File: src/rtl/stopwatch_pkg.sv
// Shared constants and the packed-BCD increment used by the stopwatch counters.
package stopwatch_pkg;

  localparam int             BCD_W            = 8;
  localparam logic [BCD_W-1:0] SEC_MAX        = 8'h59;
  localparam logic [BCD_W-1:0] MIN_MAX        = 8'h59;
  localparam int             TICK_DIV_DEFAULT = 25000000;

  // Units 9 rolls into the tens digit; the caller handles the modulus wrap.
  function automatic logic [BCD_W-1:0] bcd_inc(input logic [BCD_W-1:0] q);
    logic [BCD_W-1:0] r;
    if (q[3:0] == 4'd9) begin
      r = {q[7:4] + 4'd1, 4'd0};
    end else begin
      r = {q[7:4], q[3:0] + 4'd1};
    end
    return r;
  endfunction

endpackage

File: src/rtl/stopwatch_bcd_if.sv
// Button inputs and packed-BCD time outputs of the stopwatch, as seen by the time printer.
interface stopwatch_bcd_if;
  import stopwatch_pkg::*;

  logic             ss;
  logic             clr;
  logic [BCD_W-1:0] th;
  logic [BCD_W-1:0] tm;
  logic [BCD_W-1:0] ts;
  logic             running;
  logic             tick;

  modport master (
    output ss, clr,
    input  th, tm, ts, running, tick
  );

  modport slave (
    input  ss, clr,
    output th, tm, ts, running, tick
  );

endinterface

File: src/rtl/bcd2_counter.sv
// Two-digit packed-BCD counter wrapping at MAX; carry is combinational so a chain settles in one edge.
module bcd2_counter
  import stopwatch_pkg::*;
#(
  parameter logic [BCD_W-1:0] MAX = SEC_MAX
) (
  input  logic             clk,
  input  logic             reset,
  input  logic             clr,
  input  logic             inc,
  output logic [BCD_W-1:0] q,
  output logic             carry
);

  assign carry = inc && (q == MAX);

  always_ff @(posedge clk or negedge reset) begin
    if (!reset) begin
      q <= '0;
    end else if (clr) begin
      q <= '0;
    end else if (inc) begin
      q <= carry ? '0 : bcd_inc(q);
    end
  end

endmodule

File: src/rtl/stopwatch_bcd.sv
// Elapsed-time stopwatch: synchronised start/stop and clear, prescaler, and hh:mm:ss BCD chain.
module stopwatch_bcd
  import stopwatch_pkg::*;
#(
  parameter int               TICK_DIV = TICK_DIV_DEFAULT,
  parameter logic [BCD_W-1:0] HOUR_MAX = 8'h99
) (
  input  logic          clk,
  input  logic          reset,
  stopwatch_bcd_if.slave bus
);

  localparam int               PRE_W    = (TICK_DIV > 1) ? $clog2(TICK_DIV) : 1;
  localparam logic [PRE_W-1:0] PRE_LAST = PRE_W'(TICK_DIV - 1);

  logic             ss_p0, ss_p1, ss_p2, ss_rise_p3;
  logic             clr_p0, clr_p1;
  logic             run;
  logic             tick_r;
  logic [PRE_W-1:0] pre;
  logic             clear;
  logic             inc_sec;
  logic             sec_carry, min_carry, hour_carry_unused;
  logic [BCD_W-1:0] th_q, tm_q, ts_q;

  // Clear is judged against the run state before any toggle on the same edge.
  assign clear   = clr_p1 && !run;
  assign inc_sec = run && (pre == PRE_LAST);

  // Synchroniser stages, then registered rising-edge pulse for ss.
  always_ff @(posedge clk or negedge reset) begin
    if (!reset) begin
      ss_p0      <= 1'b0;
      ss_p1      <= 1'b0;
      ss_p2      <= 1'b0;
      ss_rise_p3 <= 1'b0;
      clr_p0     <= 1'b0;
      clr_p1     <= 1'b0;
    end else begin
      ss_p0      <= bus.ss;
      ss_p1      <= ss_p0;
      ss_p2      <= ss_p1;
      ss_rise_p3 <= ss_p1 && !ss_p2;
      clr_p0     <= bus.clr;
      clr_p1     <= clr_p0;
    end
  end

  // Run flag, prescaler and tick; prescaler holds while stopped to keep the fraction.
  always_ff @(posedge clk or negedge reset) begin
    if (!reset) begin
      run    <= 1'b0;
      tick_r <= 1'b0;
      pre    <= '0;
    end else begin
      if (ss_rise_p3) begin
        run <= !run;
      end
      tick_r <= inc_sec;
      if (clear) begin
        pre <= '0;
      end else if (run) begin
        pre <= inc_sec ? '0 : pre + 1'b1;
      end
    end
  end

  bcd2_counter #(.MAX(SEC_MAX)) u_sec (
    .clk   (clk),
    .reset (reset),
    .clr   (clear),
    .inc   (inc_sec),
    .q     (ts_q),
    .carry (sec_carry)
  );

  bcd2_counter #(.MAX(MIN_MAX)) u_min (
    .clk   (clk),
    .reset (reset),
    .clr   (clear),
    .inc   (sec_carry),
    .q     (tm_q),
    .carry (min_carry)
  );

  bcd2_counter #(.MAX(HOUR_MAX)) u_hour (
    .clk   (clk),
    .reset (reset),
    .clr   (clear),
    .inc   (min_carry),
    .q     (th_q),
    .carry (hour_carry_unused)
  );

  assign bus.th      = th_q;
  assign bus.tm      = tm_q;
  assign bus.ts      = ts_q;
  assign bus.running = run;
  assign bus.tick    = tick_r;

endmodule

File: src/flat_wrapper.sv
// flat-port wrapper written by rule: the top's interface ports become plain ports
module stopwatch_bcd_flat import stopwatch_pkg::*;
#(
  parameter int               TICK_DIV = TICK_DIV_DEFAULT,
  parameter logic [BCD_W-1:0] HOUR_MAX = 8'h99
)
  (clk, reset, bus_ss, bus_clr, bus_th, bus_tm, bus_ts, bus_running, bus_tick);
  stopwatch_bcd_if bus_i ();
  input  logic clk;
  input  logic reset;
  input wire logic [$bits(bus_i.ss)-1:0] bus_ss;
  input wire logic [$bits(bus_i.clr)-1:0] bus_clr;
  output wire logic [$bits(bus_i.th)-1:0] bus_th;
  output wire logic [$bits(bus_i.tm)-1:0] bus_tm;
  output wire logic [$bits(bus_i.ts)-1:0] bus_ts;
  output wire logic [$bits(bus_i.running)-1:0] bus_running;
  output wire logic [$bits(bus_i.tick)-1:0] bus_tick;
  assign bus_i.ss = bus_ss;
  assign bus_i.clr = bus_clr;
  assign bus_th = bus_i.th;
  assign bus_tm = bus_i.tm;
  assign bus_ts = bus_i.ts;
  assign bus_running = bus_i.running;
  assign bus_tick = bus_i.tick;
  stopwatch_bcd #(.TICK_DIV(TICK_DIV), .HOUR_MAX(HOUR_MAX)) u_core (.clk(clk), .reset(reset), .bus(bus_i));
endmodule
File: config.mk
export PLATFORM = sky130hd
export DESIGN_NAME = stopwatch_bcd_flat
export DESIGN_NICKNAME = d
export VERILOG_FILES = /design/src/rtl/stopwatch_pkg.sv /design/src/rtl/stopwatch_bcd_if.sv /design/src/rtl/bcd2_counter.sv /design/src/rtl/stopwatch_bcd.sv /design/src/flat_wrapper.sv
export SDC_FILE = /design/constraint.sdc
export NUM_CORES = 1
export LEC_CHECK = 0
export CORE_MARGIN = 2
export CORE_UTILIZATION = 55
export CTS_BUF_LIST = sky130_fd_sc_hd__clkbuf_2 sky130_fd_sc_hd__clkbuf_4 sky130_fd_sc_hd__clkbuf_8
export CTS_CLUSTER_SIZE = 14
export DETAILED_ROUTE_END_ITERATION = 10
export PLACE_DENSITY = 0.81
export RECOVER_POWER = 50
export SYNTH_ARGS = -nofsm -noshare
export SYNTH_HDL_FRONTEND = slang
export SYNTH_SLANG_ARGS = --single-unit
File: constraint.sdc
create_clock -name clk -period 2.58 [get_ports clk]
set_clock_uncertainty 0.05 [all_clocks]
set_input_delay 0.645 -clock clk [delete_from_list [all_inputs] [get_ports clk]]
set_output_delay 0.645 -clock clk [all_outputs]
set_load 0.01 [all_outputs]
==> results of run 1 <==
## area by class of cell
class	instances	area share [%]
Multi-Input combinational cell	235	43.2
Sequential cell	57	39.0
Inverter	12	1.23
Timing Repair Buffer	36	9.38
Clock buffer	13	4.72
Tap cell	72	2.46
## metrics by stage
stage | area [sq um] | hold slack (ns)
2_1_floorplan | 3130 | 0.281
3_3_place_gp | 3490 | 0.284
3_5_place_dp | 3490 | 0.288
4_1_cts | 3660 | 0.289
5_1_grt | 3660 | 0.317
6_report | 3660 | 0.297
## critical path: cells and delay by family (launching register included)
kind | cells | cell delay, ns
buf+inv | 2 | 1.04
flops | 1 | 0.38
## cell families after synthesis
| group | Yosys count | share of synthesized area, % |
|---|---|---|
| adders and majority gates | 13 | 5.20 |
| muxes | 4 | 1.28 |
| and+or+nand+nor | 142 | 27.3 |
| DFF | 57 | 45.6 |
| buffers and inverters | 25 | 3.96 |
| AOI/OAI and AO/OA | 62 | 12.8 |
| xor gates and xnor gates | 14 | 3.92 |
## synthesized netlist by cell type (5+ instances only)
| cell | count |
|---|---|
| xor2_1 | 9 |
| or4_1 | 14 |
| xnor2_1 | 5 |
| o21ai_0 | 13 |
| inv_1 | 11 |
| clkbuf_1 | 6 |
| nor3_1 | 6 |
| dfrtp_1 | 57 |
| nand2_1 | 18 |
| nand3_1 | 21 |
| and3b_1 | 5 |
| a21oi_1 | 19 |
| nand4_1 | 13 |
| nor2_1 | 22 |
| and4_1 | 5 |
| ha_1 | 13 |
## power groups by stage
stage          combinational [mW]  clock (mW)  sequential (mW)
2_1_floorplan               0.208           0            0.980
3_3_place_gp                0.311           0            0.980
3_5_place_dp                0.318           0            0.985
4_1_cts                     0.321       0.752            0.968
5_1_grt                     0.344       0.797            0.972
6_report                    0.309       0.742            0.969
## routing by layer
metal	track usage (%)	vias up
li1	-	1246
met4	10.9	0
met5	0	-
met3	4.52	20
met2	39.6	63
met1	28.2	1288
## worst paths after layout
check / start / endpoint / slack [ns]
max: u_core.bus.running$_DFFE_PN0P_ / bus_running / 0.14
min: u_core.ss_p0$_DFF_PN0_ / u_core.ss_p1$_DFF_PN0_ / 0.30
max reg2reg: u_core.pre[7]$_DFFE_PN0P_ / u_core.u_hour.q[0]$_DFFE_PN0P_ / 0.25
min reg2reg: u_core.ss_p0$_DFF_PN0_ / u_core.ss_p1$_DFF_PN0_ / 0.30
max in group asynchronous: reset / u_core.pre[8]$_DFFE_PN0P_ / 1.03
min in group asynchronous: reset / u_core.u_min.q[3]$_DFFE_PN0P_ / 0.59
## registers in the layout, indices dropped and copies added, names as in the netlist
register / cells
u_core.bus.tick: 1
u_core.u_min.q: 8
u_core.ss_p1: 1
u_core.clr_p0: 1
u_core.ss_p0: 1
u_core.clr_p1: 1
u_core.pre: 25
u_core.ss_rise_p3: 1
u_core.ss_p2: 1
u_core.bus.running: 1
u_core.u_hour.q: 8
u_core.u_sec.q: 8
==> impl_results.md, run 1 <==
* Run status: complete, no violations
* Total CTS buffers at 9
* Non-filler cells, final at 425
* CP max FO at 11
* DR vias at 2,617
* Initial Util at 56.8%
* Reg power frac at between 40% and 50%
* Combinational share of power at 15.3%
* IO Pins at 30
* Synth top area share at between 40% and 50%
* Max transition margin at 3.55%
* Reg clk slew, reported paths at 0.05 ns
* Syn_area_per_cell at 9.87 sq um
* Post-Route M1 WL at 3.04 mm
* Clock sink total at 57
* CORE AREA at 5510 sq um
* Main synth FF type: dfrtp_1
* First-pass GRT wire length at 11.4 mm
* Area grow syn2layout at 16.8%
* Area leader, netlist: dfrtp_1
* Core Util, Final at 66.4%
* Flip-flop and latch area at roughly 1400 sq um
* CTS root buffer: clkbuf_8
* Top cells by area, synth: dfrtp_1 (46%), ha_1 (5.2%), nand3_1 (3.4%)
* Die width at 79.4 microns
* Final Cycle Share at 94.4%
* Hold WC Path Type: reg -> reg
* Peak Freq at roughly 410 MHz
* ANT cells at 0
* Met3 WL at 232 microns
* CP Data Required Time at 1.88 ns
* Setup crit end kind: output pin
* Initial antenna violation count at 0
* Post-CTS Hold Fix Bufs at 0
* Post-Syn Area at 3130 sq um
* Commonest non-fill, non-tap cells in the layout: dfrtp_1 (57), clkdlybuf4s50_1 (26), nor2_1 (22)
* H-tree levels at 3
* Pre-CTS setup slack at 0.279 ns
* Async set-reset flop share out of synthesis at 100%
* Register-to-Register Path Depth at 5
* CP arrival at 1.74 ns
* Syn nets at between 300 and 400
* GRT Total Usage at a little under a quarter
* GPL Wtd Cong at 0.888
* Net Switching at 577 uW
* Commonest non-fill, non-tap cell in the layout: dfrtp_1
* Fill cells at 455
* Row count at 27
* Setup Total Neg Slack at 0 ns
* Synth Warn # at 0
* Crit path setup slack, layout at 0.144 ns
* Synth Register Bits at 57
* Netlist cell types at 56
* Sequential element share of the synthesized area at a little under half
* Crit Path Class: reg -> out
* Minimum clock period at 2.44 ns
* Routed length on met2 at 3.29 mm
* Final wirelength at 6.72 mm
* Number of enable flip-flop cells after synthesis at 0
* Residual DRC at 0
* Clock share of power at 36.8%
* Startpoint Class: flip-flop
* Final setup fails at 0
* CTS tree: yes
* CP cell instances: clkbuf_1, clkdlybuf4s50_1
* Internal power at about 1.4 mW
* Vias/cell at 6.16
* Initial DRC Count at 126
* Post-CTS sizing at 0
* Static Leak at 1.54 nW
* Die Ht at approximately 79 microns
* Slew Limit Fails at 0
* Vias in the first global route at 2,485
* Placed insts at 412
* Largest stage delay, worst path at 0.63 ns
* GRT overflow at 0
* Cell count after synthesis at 317
* # port buffers at 29
* PwrDens at 553 nW/um^2
* Postcts setup bufs at 0
* Maximum VDD drop at just under 500 uV
* Multi-input logic area at 1580 sq um
* DRT antenna net count at 0
* Nets@finish at 368
* Sw frac at about 29%
* First-pass iteration count of the detailed router at 4
* Final HPWL DP at 4.74 mm
* Max Cap Viol at 0
* Cell at the slowest stage of the critical path: clkdlybuf4s50_1
* Fin. Hold Viols at 0
* Die area at 6310 sq um
* Slew @ Worst Pin at 1.45 ns
* Hold path cells at 0
* Max Buffers Root-to-Sink at 2
* RSZ-0062 raised after global routing: no
* WL per Instance at 15.8 microns
* Total power at roughly 2.0 mW
* Worst skew pair latency at 0.33 ns
* Largest net degree at the start of global routing at 32
* Layout cells sized above 1 at 8.50%
* Top sig layer: met4
Power figures use the tool's default switching activity.
==> run 2: changes to the inputs <==
CORE_MARGIN = 5   (was 2)
==> run 2 against run 1 <==
The flow now finishes with violations (max-capacitance violations, max-slew violations); power increased by 1.5%; highest routed layer unchanged; non-clock buffer count unchanged; final area increased by 0.41%.
==> impl_results.md, run 2 (synthesis gave the netlist of run 1 again) <==
* Non-filler cells, final at roughly 430
* Setup Total Neg Slack at 0 ns
* Initial Util at 56.8%
* IO Pins at 30
* Commonest non-fill, non-tap cells in the layout: dfrtp_1 (57), clkdlybuf4s50_1 (25), nor2_1 (22)
* Placed cell area at 3490 sq um
* Slew @ Worst Pin at 1.60 ns
* Total CTS buffers at 9
* Register-to-Register Path Depth at 5
* FF-to-FF setup slack at between 0.2 and 0.3 ns
* Final setup fails at 0
* Nets@finish at 368
* Clock sink total at 57
* Min-Delay Startpoint: u_core.ss_p0$_DFF_PN0_
* Die area at 7300 sq um
* # port buffers at 29
* Slew Limit Fails at 28
* Vias/cell at 6.05
* Reg-to-Reg Start: u_core.pre[7]$_DFFE_PN0P_
* Placed insts at roughly 410
* Run status: complete, but fails checks
* CP arrival at 1.71 ns
* First-pass iteration count of the detailed router at 4
* PwrDens at roughly 560 nW/um^2
* Reg clk slew, reported paths at about 0.06 ns
* DRT antenna net count at 0
* CTS tree: yes
* Die width at between 80 and 90 microns
* CP cell instances: clkbuf_1, clkdlybuf4s50_1
* CP max FO at 11
* CORE AREA at approximately 5500 sq um
* Minimum clock period at 2.40 ns
* Failing checks: max-capacitance violations, max-slew violations
* Final wirelength at 6.76 mm
* RSZ-0062 raised after global routing: no
* CTS root buffer: clkbuf_8
* Final Cycle Share at about 93%
* Met3 Usage GRT at under 10%
* Setup crit end kind: output pin
* Row count at 27
* Hold_ws at slightly below 0.3 ns
* Residual DRC at 0
* Die Ht at 85.4 microns
* Peak Freq at between 400 and 500 MHz
* Static Leak at about 1.6 nW
* Fin. Hold Viols at 0
* Startpoint Class: flip-flop
* WL per Instance at 15.8 microns
* RR Endpoint: u_core.u_hour.q[0]$_DFFE_PN0P_
* GRT Total Usage at ~20%
* Internal power at 1.46 mW
* Maximum VDD drop at 370 uV
* CP Buf/Inv Count at 2
* Combinational share of power at 15.0%
* Largest stage delay, worst path at 0.62 ns
* Pre-CTS setup slack at 0.268 ns
* CP startpoint: u_core.bus.running$_DFFE_PN0P_
* Initial DRC Count at 175
* Post-CTS sizing at 0
* Layout cells sized above 1 at 8.71%
* Total power at 2.05 mW
* Sw frac at around 29%
* Hold WC Path Type: reg -> reg
* Crit Path Class: reg -> out
* Postcts setup bufs at 0
* Worst skew pair latency at around 0.34 ns
* First-pass GRT wire length at 11.6 mm
* Crit path setup slack, layout at 0.178 ns
* Max Cap Viol at 1
* GR met2 Demand/Resource at around 31%
* Fill cells at 434
* Initial antenna violation count at 0
* Largest register FFs at 25
* GPL Wtd Cong at 0.919
* Max transition margin at -6.67%
* GRT overflow at 0
* Worst hold endpoint: u_core.ss_p1$_DFF_PN0_
* Cell family with most CP delay: buffers and inverters
* Clock share of power at 37.9%
* Hold path cells at 0
* Multi-input logic area at 1580 sq um
* Met1 Use GR at ~25%
* DR vias at 2,589
* Area grow syn2layout at 17.3%
* Fin area at 3670 sq um
* Commonest non-fill, non-tap cell in the layout: dfrtp_1
* Final HPWL DP at around 4.8 mm
* Vias in the first global route at between 2,000 and 3,000
* Busiest metal layer after global routing: met2
* Max Buffers Root-to-Sink at 2
* Largest net degree at the start of global routing at 31
* Top reg by flops: u_core.pre
* Flip-flop and latch area at 1430 sq um
* ANT cells at 0
* Post-CTS Hold Fix Bufs at 0
* Core Util, Final at approximately two thirds
* Cell at the slowest stage of the critical path: clkdlybuf4s50_1
* CP Data Required Time at 1.88 ns
* Reg power frac at 47.1%
* H-tree levels at 3
* Net Switching at 596 uW
-- run 2: cell type report --
class | count | share of cell area (%)
multi-input cells | 235 | 43.0
inverters | 12 | 1.23
clock inverters | 2 | 0.341
repair buffers | 36 | 9.41
well taps | 72 | 2.45
flip-flops and latches | 57 | 38.9
clock buffers | 14 | 4.74
-- run 2: worst max path at each step --
stage                                           to  slack [ns]  cells after the start
global placement    u_core.u_hour.q[7]$_DFFE_PN0P_        0.35                      5
finish                                 bus_running        0.18                      2
CTS                 u_core.u_hour.q[0]$_DFFE_PN0P_        0.26                      5
floorplan           u_core.u_hour.q[7]$_DFFE_PN0P_        0.59                      6
detailed placement  u_core.u_hour.q[0]$_DFFE_PN0P_        0.27                      5
global route                           bus_running        0.04                      2
-- run 2: power groups by stage --
stage               Combinational (mW)  Sequential (mW)  Clock, mW
finish                           0.307            0.967      0.777
global route                     0.348            0.970      0.843
CTS                              0.318            0.966      0.799
detailed placement               0.314            0.984          0
global placement                 0.313            0.981          0
floorplan                        0.208            0.980          0
-- run 2: per-layer routing --
layer  wire (microns)  share of wire [%]
met4              165                2.4
met5                0                  0
met2             3360                 50
met3              286                4.2
met1             2940                 44
==> run 3: changes to the inputs <==
CAP_MARGIN = 20   (was default)
==> results of run 3 <==
Final layout, timing and power as in run 2 (identical DEF).
